[src/rtl/pmp_csr_initiator_if.sv]
// rtl/pmp_csr_initiator_if.sv - execute, writeback and PMP CSR request signals of the initiator
interface pmp_csr_initiator_if #(
    parameter int REG_WIDTH = 32
);
    // Execute-stage instruction handshake
    logic                 in_valid;
    logic                 in_ready;
    logic [2:0]           in_funct3;
    logic [11:0]          in_csr_addr;
    logic [REG_WIDTH-1:0] in_rs1_val;
    logic [4:0]           in_uimm;
    logic [4:0]           in_rd_idx;

    // Writeback result handshake
    logic                 out_valid;
    logic                 out_ready;
    logic [4:0]           out_rd_idx;
    logic                 out_rd_wen;
    logic [REG_WIDTH-1:0] out_rdata;
    logic [1:0]           out_exc;

    // PMP CSR request port
    logic                 csr_req_en;
    logic [1:0]           csr_req_op;
    logic [2:0]           csr_funct3;
    logic [4:0]           csr_imm;
    logic [REG_WIDTH-1:0] rs1_val;
    logic [11:0]          csr_req_addr;
    logic                 csr_rrsp;
    logic [31:0]          csr_req_rdata;
    logic                 csr_req_rvalid;
    logic [2:0]           csr_act_rsp;

    modport master (
        input  in_valid, in_funct3, in_csr_addr, in_rs1_val, in_uimm, in_rd_idx,
        output in_ready,
        output out_valid, out_rd_idx, out_rd_wen, out_rdata, out_exc,
        input  out_ready,
        output csr_req_en, csr_req_op, csr_funct3, csr_imm, rs1_val, csr_req_addr, csr_rrsp,
        input  csr_req_rdata, csr_req_rvalid, csr_act_rsp
    );

    modport slave (
        output in_valid, in_funct3, in_csr_addr, in_rs1_val, in_uimm, in_rd_idx,
        input  in_ready,
        input  out_valid, out_rd_idx, out_rd_wen, out_rdata, out_exc,
        output out_ready,
        input  csr_req_en, csr_req_op, csr_funct3, csr_imm, rs1_val, csr_req_addr, csr_rrsp,
        output csr_req_rdata, csr_req_rvalid, csr_act_rsp
    );
endinterface

[src/rtl/pmp_csr_initiator.sv]
// rtl/pmp_csr_initiator.sv - issues one Zicsr access to the PMP block and returns the result to writeback
module pmp_csr_initiator #(
    parameter int REG_WIDTH      = 32,
    parameter int TIMEOUT_CYCLES = 16
) (
    input  logic                   clk,
    input  logic                   rst_n,
    input  logic                   flush,
    pmp_csr_initiator_if.master    bus
);
    typedef enum logic [1:0] {IDLE, REQ, RRSP, DONE} state_t;

    localparam logic [7:0] CNT_LAST = 8'(TIMEOUT_CYCLES - 1);

    state_t     state_q, state_d;
    logic [7:0] cnt_q;
    logic       drop_q;

    logic       accept;
    logic       illegal;
    logic       rd_intent;
    logic       wr_intent;
    logic       timeout_hit;

    // Only the exception bit of the PMP action response matters here
    logic       unused_rsp_bits;
    assign unused_rsp_bits = bus.csr_act_rsp[2] ^ bus.csr_act_rsp[0];

    // CSRRW/CSRRWI with rd==0 skip the read; set/clear forms with a zero source skip the write
    always_comb begin
        accept      = (state_q == IDLE) && bus.in_valid && !flush;
        illegal     = (bus.in_funct3[1:0] == 2'b00);
        rd_intent   = !((bus.in_funct3[1:0] == 2'b01) && (bus.in_rd_idx == 5'd0));
        wr_intent   = !(bus.in_funct3[1] && (bus.in_uimm == 5'd0));
        timeout_hit = (cnt_q == CNT_LAST);
    end

    // State register
    always_ff @(posedge clk or negedge rst_n) begin
        if (!rst_n) state_q <= IDLE;
        else        state_q <= state_d;
    end

    // Next-state and handshake/strobe outputs
    always_comb begin
        state_d        = state_q;
        bus.in_ready   = 1'b0;
        bus.csr_req_en = 1'b0;
        bus.csr_rrsp   = 1'b0;
        bus.out_valid  = 1'b0;
        case (state_q)
            IDLE: begin
                bus.in_ready = 1'b1;
                if (accept) state_d = illegal ? DONE : REQ;
            end
            REQ: begin
                bus.csr_req_en = !flush;
                if (flush || bus.csr_act_rsp[1] || bus.csr_req_rvalid || timeout_hit)
                    state_d = RRSP;
            end
            RRSP: begin
                bus.csr_rrsp = 1'b1;
                state_d      = (drop_q || flush) ? IDLE : DONE;
            end
            DONE: begin
                bus.out_valid = 1'b1;
                if (flush || bus.out_ready) state_d = IDLE;
            end
            default: state_d = IDLE;
        endcase
    end

    // Request fields latched at accept, response captured while the request is outstanding
    always_ff @(posedge clk or negedge rst_n) begin
        if (!rst_n) begin
            bus.csr_req_op   <= 2'b00;
            bus.csr_funct3   <= 3'b000;
            bus.csr_imm      <= 5'd0;
            bus.rs1_val      <= '0;
            bus.csr_req_addr <= 12'h000;
            bus.out_rd_idx   <= 5'd0;
            bus.out_rd_wen   <= 1'b0;
            bus.out_rdata    <= '0;
            bus.out_exc      <= 2'b00;
            cnt_q            <= 8'd0;
            drop_q           <= 1'b0;
        end else begin
            case (state_q)
                IDLE: begin
                    if (accept) begin
                        bus.csr_req_op   <= illegal ? 2'b00 : {rd_intent, wr_intent};
                        bus.csr_funct3   <= bus.in_funct3;
                        bus.csr_imm      <= bus.in_uimm;
                        bus.rs1_val      <= bus.in_rs1_val;
                        bus.csr_req_addr <= bus.in_csr_addr;
                        bus.out_rd_idx   <= bus.in_rd_idx;
                        bus.out_rd_wen   <= 1'b0;
                        bus.out_rdata    <= '0;
                        bus.out_exc      <= illegal ? 2'b10 : 2'b00;
                        cnt_q            <= 8'd0;
                        drop_q           <= 1'b0;
                    end
                end
                REQ: begin
                    // Bounded: REQ is left no later than the cycle cnt_q hits CNT_LAST
                    cnt_q <= cnt_q + 8'd1;
                    if (flush) begin
                        drop_q <= 1'b1;
                    end else if (bus.csr_act_rsp[1]) begin
                        bus.out_exc    <= 2'b01;
                        bus.out_rd_wen <= 1'b0;
                    end else if (bus.csr_req_rvalid) begin
                        bus.out_rdata  <= REG_WIDTH'(bus.csr_req_rdata);
                        bus.out_rd_wen <= bus.csr_req_op[1] && (bus.out_rd_idx != 5'd0);
                    end else if (timeout_hit) begin
                        bus.out_exc    <= 2'b11;
                        bus.out_rd_wen <= 1'b0;
                    end
                end
                RRSP: begin
                    if (flush) drop_q <= 1'b1;
                end
                default: ;
            endcase
        end
    end
endmodule

[src/flat_wrapper.sv]
// flat-port wrapper written by rule: the top's interface ports become plain ports
module pmp_csr_initiator_flat 
#(
    parameter int REG_WIDTH      = 32,
    parameter int TIMEOUT_CYCLES = 16
)
  (clk, rst_n, flush, bus_in_valid, bus_in_funct3, bus_in_csr_addr, bus_in_rs1_val, bus_in_uimm, bus_in_rd_idx, bus_in_ready, bus_out_valid, bus_out_rd_idx, bus_out_rd_wen, bus_out_rdata, bus_out_exc, bus_out_ready, bus_csr_req_en, bus_csr_req_op, bus_csr_funct3, bus_csr_imm, bus_rs1_val, bus_csr_req_addr, bus_csr_rrsp, bus_csr_req_rdata, bus_csr_req_rvalid, bus_csr_act_rsp);
  pmp_csr_initiator_if #(.REG_WIDTH(REG_WIDTH)) bus_i ();
  input  logic clk;
  input  logic rst_n;
  input  logic flush;
  input wire logic [$bits(bus_i.in_valid)-1:0] bus_in_valid;
  input wire logic [$bits(bus_i.in_funct3)-1:0] bus_in_funct3;
  input wire logic [$bits(bus_i.in_csr_addr)-1:0] bus_in_csr_addr;
  input wire logic [$bits(bus_i.in_rs1_val)-1:0] bus_in_rs1_val;
  input wire logic [$bits(bus_i.in_uimm)-1:0] bus_in_uimm;
  input wire logic [$bits(bus_i.in_rd_idx)-1:0] bus_in_rd_idx;
  output wire logic [$bits(bus_i.in_ready)-1:0] bus_in_ready;
  output wire logic [$bits(bus_i.out_valid)-1:0] bus_out_valid;
  output wire logic [$bits(bus_i.out_rd_idx)-1:0] bus_out_rd_idx;
  output wire logic [$bits(bus_i.out_rd_wen)-1:0] bus_out_rd_wen;
  output wire logic [$bits(bus_i.out_rdata)-1:0] bus_out_rdata;
  output wire logic [$bits(bus_i.out_exc)-1:0] bus_out_exc;
  input wire logic [$bits(bus_i.out_ready)-1:0] bus_out_ready;
  output wire logic [$bits(bus_i.csr_req_en)-1:0] bus_csr_req_en;
  output wire logic [$bits(bus_i.csr_req_op)-1:0] bus_csr_req_op;
  output wire logic [$bits(bus_i.csr_funct3)-1:0] bus_csr_funct3;
  output wire logic [$bits(bus_i.csr_imm)-1:0] bus_csr_imm;
  output wire logic [$bits(bus_i.rs1_val)-1:0] bus_rs1_val;
  output wire logic [$bits(bus_i.csr_req_addr)-1:0] bus_csr_req_addr;
  output wire logic [$bits(bus_i.csr_rrsp)-1:0] bus_csr_rrsp;
  input wire logic [$bits(bus_i.csr_req_rdata)-1:0] bus_csr_req_rdata;
  input wire logic [$bits(bus_i.csr_req_rvalid)-1:0] bus_csr_req_rvalid;
  input wire logic [$bits(bus_i.csr_act_rsp)-1:0] bus_csr_act_rsp;
  assign bus_i.in_valid = bus_in_valid;
  assign bus_i.in_funct3 = bus_in_funct3;
  assign bus_i.in_csr_addr = bus_in_csr_addr;
  assign bus_i.in_rs1_val = bus_in_rs1_val;
  assign bus_i.in_uimm = bus_in_uimm;
  assign bus_i.in_rd_idx = bus_in_rd_idx;
  assign bus_in_ready = bus_i.in_ready;
  assign bus_out_valid = bus_i.out_valid;
  assign bus_out_rd_idx = bus_i.out_rd_idx;
  assign bus_out_rd_wen = bus_i.out_rd_wen;
  assign bus_out_rdata = bus_i.out_rdata;
  assign bus_out_exc = bus_i.out_exc;
  assign bus_i.out_ready = bus_out_ready;
  assign bus_csr_req_en = bus_i.csr_req_en;
  assign bus_csr_req_op = bus_i.csr_req_op;
  assign bus_csr_funct3 = bus_i.csr_funct3;
  assign bus_csr_imm = bus_i.csr_imm;
  assign bus_rs1_val = bus_i.rs1_val;
  assign bus_csr_req_addr = bus_i.csr_req_addr;
  assign bus_csr_rrsp = bus_i.csr_rrsp;
  assign bus_i.csr_req_rdata = bus_csr_req_rdata;
  assign bus_i.csr_req_rvalid = bus_csr_req_rvalid;
  assign bus_i.csr_act_rsp = bus_csr_act_rsp;
  pmp_csr_initiator #(.REG_WIDTH(REG_WIDTH), .TIMEOUT_CYCLES(TIMEOUT_CYCLES)) u_core (.clk(clk), .rst_n(rst_n), .flush(flush), .bus(bus_i));
endmodule
[config.mk]
export PLATFORM = sky130hd
export DESIGN_NAME = pmp_csr_initiator_flat
export DESIGN_NICKNAME = d
export VERILOG_FILES = /design/src/rtl/pmp_csr_initiator_if.sv /design/src/rtl/pmp_csr_initiator.sv /design/src/flat_wrapper.sv
export SDC_FILE = /design/constraint.sdc
export NUM_CORES = 1
export LEC_CHECK = 0
export CORE_UTILIZATION = 44
export DETAILED_ROUTE_END_ITERATION = 7
export GPL_ROUTABILITY_DRIVEN = 0
export GPL_TIMING_DRIVEN = 0
export HOLD_SLACK_MARGIN = 0.05
export PLACE_DENSITY_LB_ADDON = 0.08
export SKIP_LAST_GASP = 1
export SYNTH_ARGS = -nofsm -noshare
export SYNTH_HDL_FRONTEND = slang
export SYNTH_SLANG_ARGS = --single-unit
[constraint.sdc]
create_clock -name clk -period 5.8 [get_ports clk]
set_input_delay 1.45 -clock clk [delete_from_list [all_inputs] [get_ports clk]]
set_output_delay 1.45 -clock clk [all_outputs]
set_load 0.01 [all_outputs]
# After elaboration in Yosys (flattened, before gate mapping)

Cells that the tools add are included.

Register bits after elaboration: 105
Bits of input ports: 98

Eq/ne operators: 15
Reduce and logical (&&, ||, !) cells: 28
$add $sub $neg: 1
Mux-type cells: 33

Operators by type and width:

| kind                | number |
|---|---|
| $mux 32             | 4 |
| $pmux 32 s2         | 1 |
| $mux 2              | 12 |
| $pmux 8 s2          | 1 |
| $logic_not 5->1     | 2 |
| $mux 1              | 10 |
| $reduce_and 5->1    | 2 |
| $add 8x1->8 const B | 1 |
| $eq 8x4->1 const B  | 1 |
| $mux 8              | 1 |
| $ne 2x1->1 const B  | 4 |
| $pmux 2 s4          | 1 |
| $ne 2x2->1 const B  | 3 |
| $reduce_and 3->1    | 2 |
| $logic_and 1x1->1   | 5 |
| $logic_or 1x1->1    | 5 |
| $reduce_bool 5->1   | 1 |
| $eq 2x1->1 const B  | 2 |
| $eq 2x2->1 const B  | 2 |
| $logic_not 2->1     | 2 |
| $ne 4x3->1 const B  | 1 |
| $pmux 1 s2          | 2 |
| $pmux 2 s2          | 1 |
| $reduce_and 2->1    | 2 |
| 6 further kinds     | 9 |

# Logic depth before layout (Yosys ltp)

Depth in word-level cells: 6
Depth in mapped cells: 8

# Least setup slack after synthesis

No wires, ideal clock.

Path kind: input-to-output
From: input flush
To: output bus_csr_req_en
Stages on the path: 2
Data arrival time: 1.760 ns
Slack: 2.590 ns
Buffers on the path: 1
Path through: buf_2 nor2_1

Longest elaborated chain between the ends: 2

RTL lines:

| what            | line                    | RTL |
|---|---|---|
| from (decl)     | flat_wrapper.sv:11      | `input logic flush;` |
| $logic_not 1->1 | pmp_csr_initiator.sv:57 | `bus.csr_req_en = !flush;` |
| $mux 1          | pmp_csr_initiator.sv:51 | `case (state_q)` |
| to (decl)       | flat_wrapper.sv:25      | `output wire logic [$bits(bus_i.csr_req_en)-1:0] bus_csr_req_en;` |

Every way passes these cells.

# Worst setup path after layout

From: register u_core.state_q[1]
To: output bus_csr_req_en

Longest elaborated chain between the ends: 2

RTL lines:

| what                   | line                    | RTL |
|---|---|---|
| from (decl)            | pmp_csr_initiator.sv:15 | `state_t state_q, state_d;` |
| from (signal assigned) | pmp_csr_initiator.sv:41 | `else state_q <= state_d;` |
| $eq 2x1->1             | pmp_csr_initiator.sv:51 |  |
| $mux 1                 | pmp_csr_initiator.sv:51 |  |

Every way passes these cells.

==> flow_summary.json <==
{
  "port_buffers": 192,
  "synth_ff_type": "dfrtp_1",
  "switching_share": 0.3317,
  "async_flop_share": 1.000,
  "diodes": 0,
  "synth.distinct_cells": 37,
  "routed_wl_mm": 10.55,
  "layout-area-overhead-vs-synth_pct": 54.14,
  "p_sw_mw": 1.012,
  "die_w_um": 99.85,
  "clkLatencyLatePin_ns": 0.36,
  "cp-start-kind": "register",
  "grt_pass1_wl_mm": 16.85,
  "hold_ws_ns": 0.4834,
  "seq_power_share": 0.407,
  "dr.pass1.iters": 5,
  "netlist.area_leader.share": 0.6237,
  "finalWorstSetupSlack_ns": 2.086,
  "power_leakage_nw": 2.754,
  "finalCriticalPeriod_ns": 3.714,
  "routedWlPerCell_um": 16.31,
  "cts_setup_buffers": 0,
  "antenna_found_initial": 0,
  "clkTransAtPathRegs_ns": 0.09,
  "reg2reg_to": "u_core.bus.out_rdata[10]",
  "cts_max_level": 3,
  "grt_usage": 0.2207,
  "crit_path_max_fanout": 10,
  "nets": 616,
  "ys_seq_area_frac": 0.6237,
  "cts_root_buf": "clkbuf_8",
  "rsz0062_at_grt": "no",
  "setup.worst_path.start": "u_core.state_q[1]",
  "tightest_slew_ns": 0.5758,
  "max_freq_ghz": 0.2693,
  "final_common_cell": "clkdlybuf4s50_1",
  "maxCapViolations": 0,
  "skew_ns": 0.009752,
  "cts_made_buffers": 9,
  "drc_errors": 0,
  "end_kind": "output port",
  "slew_viol_final": 0,
  "endpoint": "bus_csr_req_en",
  "pre_cts_slack_ns": 2.109,
  "detail-route-antenna-nets": 0,
  "reg2reg_slack_ns": 3.60,
  "yosysWarningCount": 0,
  "hold_viol_final": 0,
  "num_io_pins": 196,
  "p_int_mw": 2.040,
  "power_frac_comb": 0.460,
  "rows": 35,
  "final-setup-viol-count": 0,
  "synth_edf_count": 0,
  "cts_tree": "built",
  "die_h_um": 99.85,
  "netlist_top_cells_area": "dfrtp_1 (62%), mux2_1 (16%), a22o_1 (6.9%), nand2_1 (1.7%), buf_2 (1.7%)",
  "ir_drop_v": 0.0002641,
  "p_per_area_nw_per_um2": 470.0,
  "clock_path_buffers": 2,
  "status": "complete, no violations",
  "cts.repair.resized": 0,
  "r2r_start": "u_core.state_q[0]",
  "synthesis.area_um2": 4213,
  "clkPwrFrac": 0.133,
  "postLayoutCoreUtil": 0.7028,
  "viasPerCell": 5.056,
  "core_area_um2": 9240,
  "overflow": 0,
  "syn_nets": 412,
  "r2r_cells": 7,
  "cts_hold_buf": 0,
  "synthCells": 309,
  "cts_num_sinks": 105,
  "path_class": "register to output port",
  "max_slew_margin": 0.6111,
  "grt_pass1_vias": 3418,
  "timing.final.crit_share": 0.6403,
  "grt_max_degree": 72,
  "synth.avg_cell_area_um2": 13.63,
  "drive_above_1_share": 0.06564,
  "dr.first_iter.drc_count": 67,
  "arrival_ns": 2.26,
  "hold_path.class": "register to register",
  "fin_total_pwr_mw": 3.052,
  "die_area_um2": 9970,
  "ys_ff_latch": 105,
  "final_cell_mix": "clkdlybuf4s50_1 (191), dfrtp_1 (105), mux2_1 (58)",
  "start_util": 0.4559,
  "synth_top_cell_by_area": "dfrtp_1",
  "cp.required_ns": 4.35,
  "num_vias": 3271,
  "dp_hpwl_mm": 7.993
}
## registers in the layout, summed over array words and instances, names as in the netlist
register and cells:
u_core.bus.rs1_val 32, u_core.bus.csr_imm 5, u_core.bus.out_rd_wen 1, u_core.cnt_q 8
u_core.drop_q 1, u_core.bus.out_rdata 32, u_core.bus.out_rd_idx 5, u_core.state_q 2
u_core.bus.csr_req_op 2, u_core.bus.csr_req_addr 12, u_core.bus.csr_funct3 3, u_core.bus.out_exc 2
## area by class of cell
type / count / area [µm²]
Buffer: 17 / 81.33
Clock buffer: 11 / 131.4
Clock inverter: 5 / 41.29
Fill cell: 693 / 2746
Inverter: 5 / 18.77
Multi-Input combinational cell: 182 / 1485
Sequential cell: 105 / 2628
Tap cell: 129 / 161.4
Timing Repair Buffer: 193 / 1947
## power groups by stage
stage	Clock (mW)	Combinational (mW)	Sequential, mW
after CTS	0.422	1.42	1.24
after floorplan	0	0.456	1.37
after global placement	0	1.39	1.24
final	0.406	1.40	1.24
after detailed placement	0	1.42	1.25
after global routing	0.450	1.51	1.28
## critical path: stages, from the launching register on
cell and delay (ns):
dfrtp_1 0.43, inv_1 0.09, ha_1 0.20, buf_1 0.38, inv_2 0.14, nor2_1 0.12, clkdlybuf4s50_1 0.54
## metrics by stage
| step | cell area (µm²) | setup TNS (ns) | cells |
|---|---|---|---|
| finish | 6494 | 0 | 647 |
| global route | 6494 | 0 | 647 |
| CTS | 6494 | 0 | 647 |
| detailed placement | 6321 | 0 | 631 |
| global placement | 6296 | -74.00 | 630 |
| floorplan | 4213 | 0 | 309 |
## metal layers
layer  routed length, µm  global-route usage
met5                   0                   0
met4                 114             0.05995
met3                 778             0.08008
met2                5581              0.3894
met1                4076              0.2527
## worst min-delay path by stage
stage | startpoint | slack (ns) | to | depth (start not counted)
after floorplan | u_core.cnt_q[0] | 0.47 | u_core.cnt_q[0] | 1
after global placement | u_core.bus.csr_req_op[0] | 0.46 | u_core.bus.csr_req_op[0] | 2
after detailed placement | u_core.bus.csr_req_op[0] | 0.47 | u_core.bus.csr_req_op[0] | 2
after CTS | u_core.bus.csr_req_op[0] | 0.49 | u_core.bus.csr_req_op[0] | 2
after global routing | u_core.bus.csr_req_op[0] | 0.52 | u_core.bus.csr_req_op[0] | 2
final | u_core.bus.csr_req_op[0] | 0.48 | u_core.bus.csr_req_op[0] | 2
## synthesized netlist by cell type (3+ instances only)
cell and n:
a22o_1 33, nor2_1 11, a21oi_1 11, mux2i_1 3
mux2_1 58, inv_1 4, nand2_1 19, ha_1 5
nor3_1 4, o21ai_0 3, nor2b_1 3, o21ai_1 7
buf_2 14, dfrtp_1 105
## kinds of logic after synthesis
group           count (synthesis)  synth area share
fa+ha+maj                       5           0.01485
flops                         105            0.6237
simple gates                   49           0.05644
buf+inv                        22           0.02376
mux                            62            0.1648
compound gates                 66            0.1164
Power figures use the tool's default switching activity.
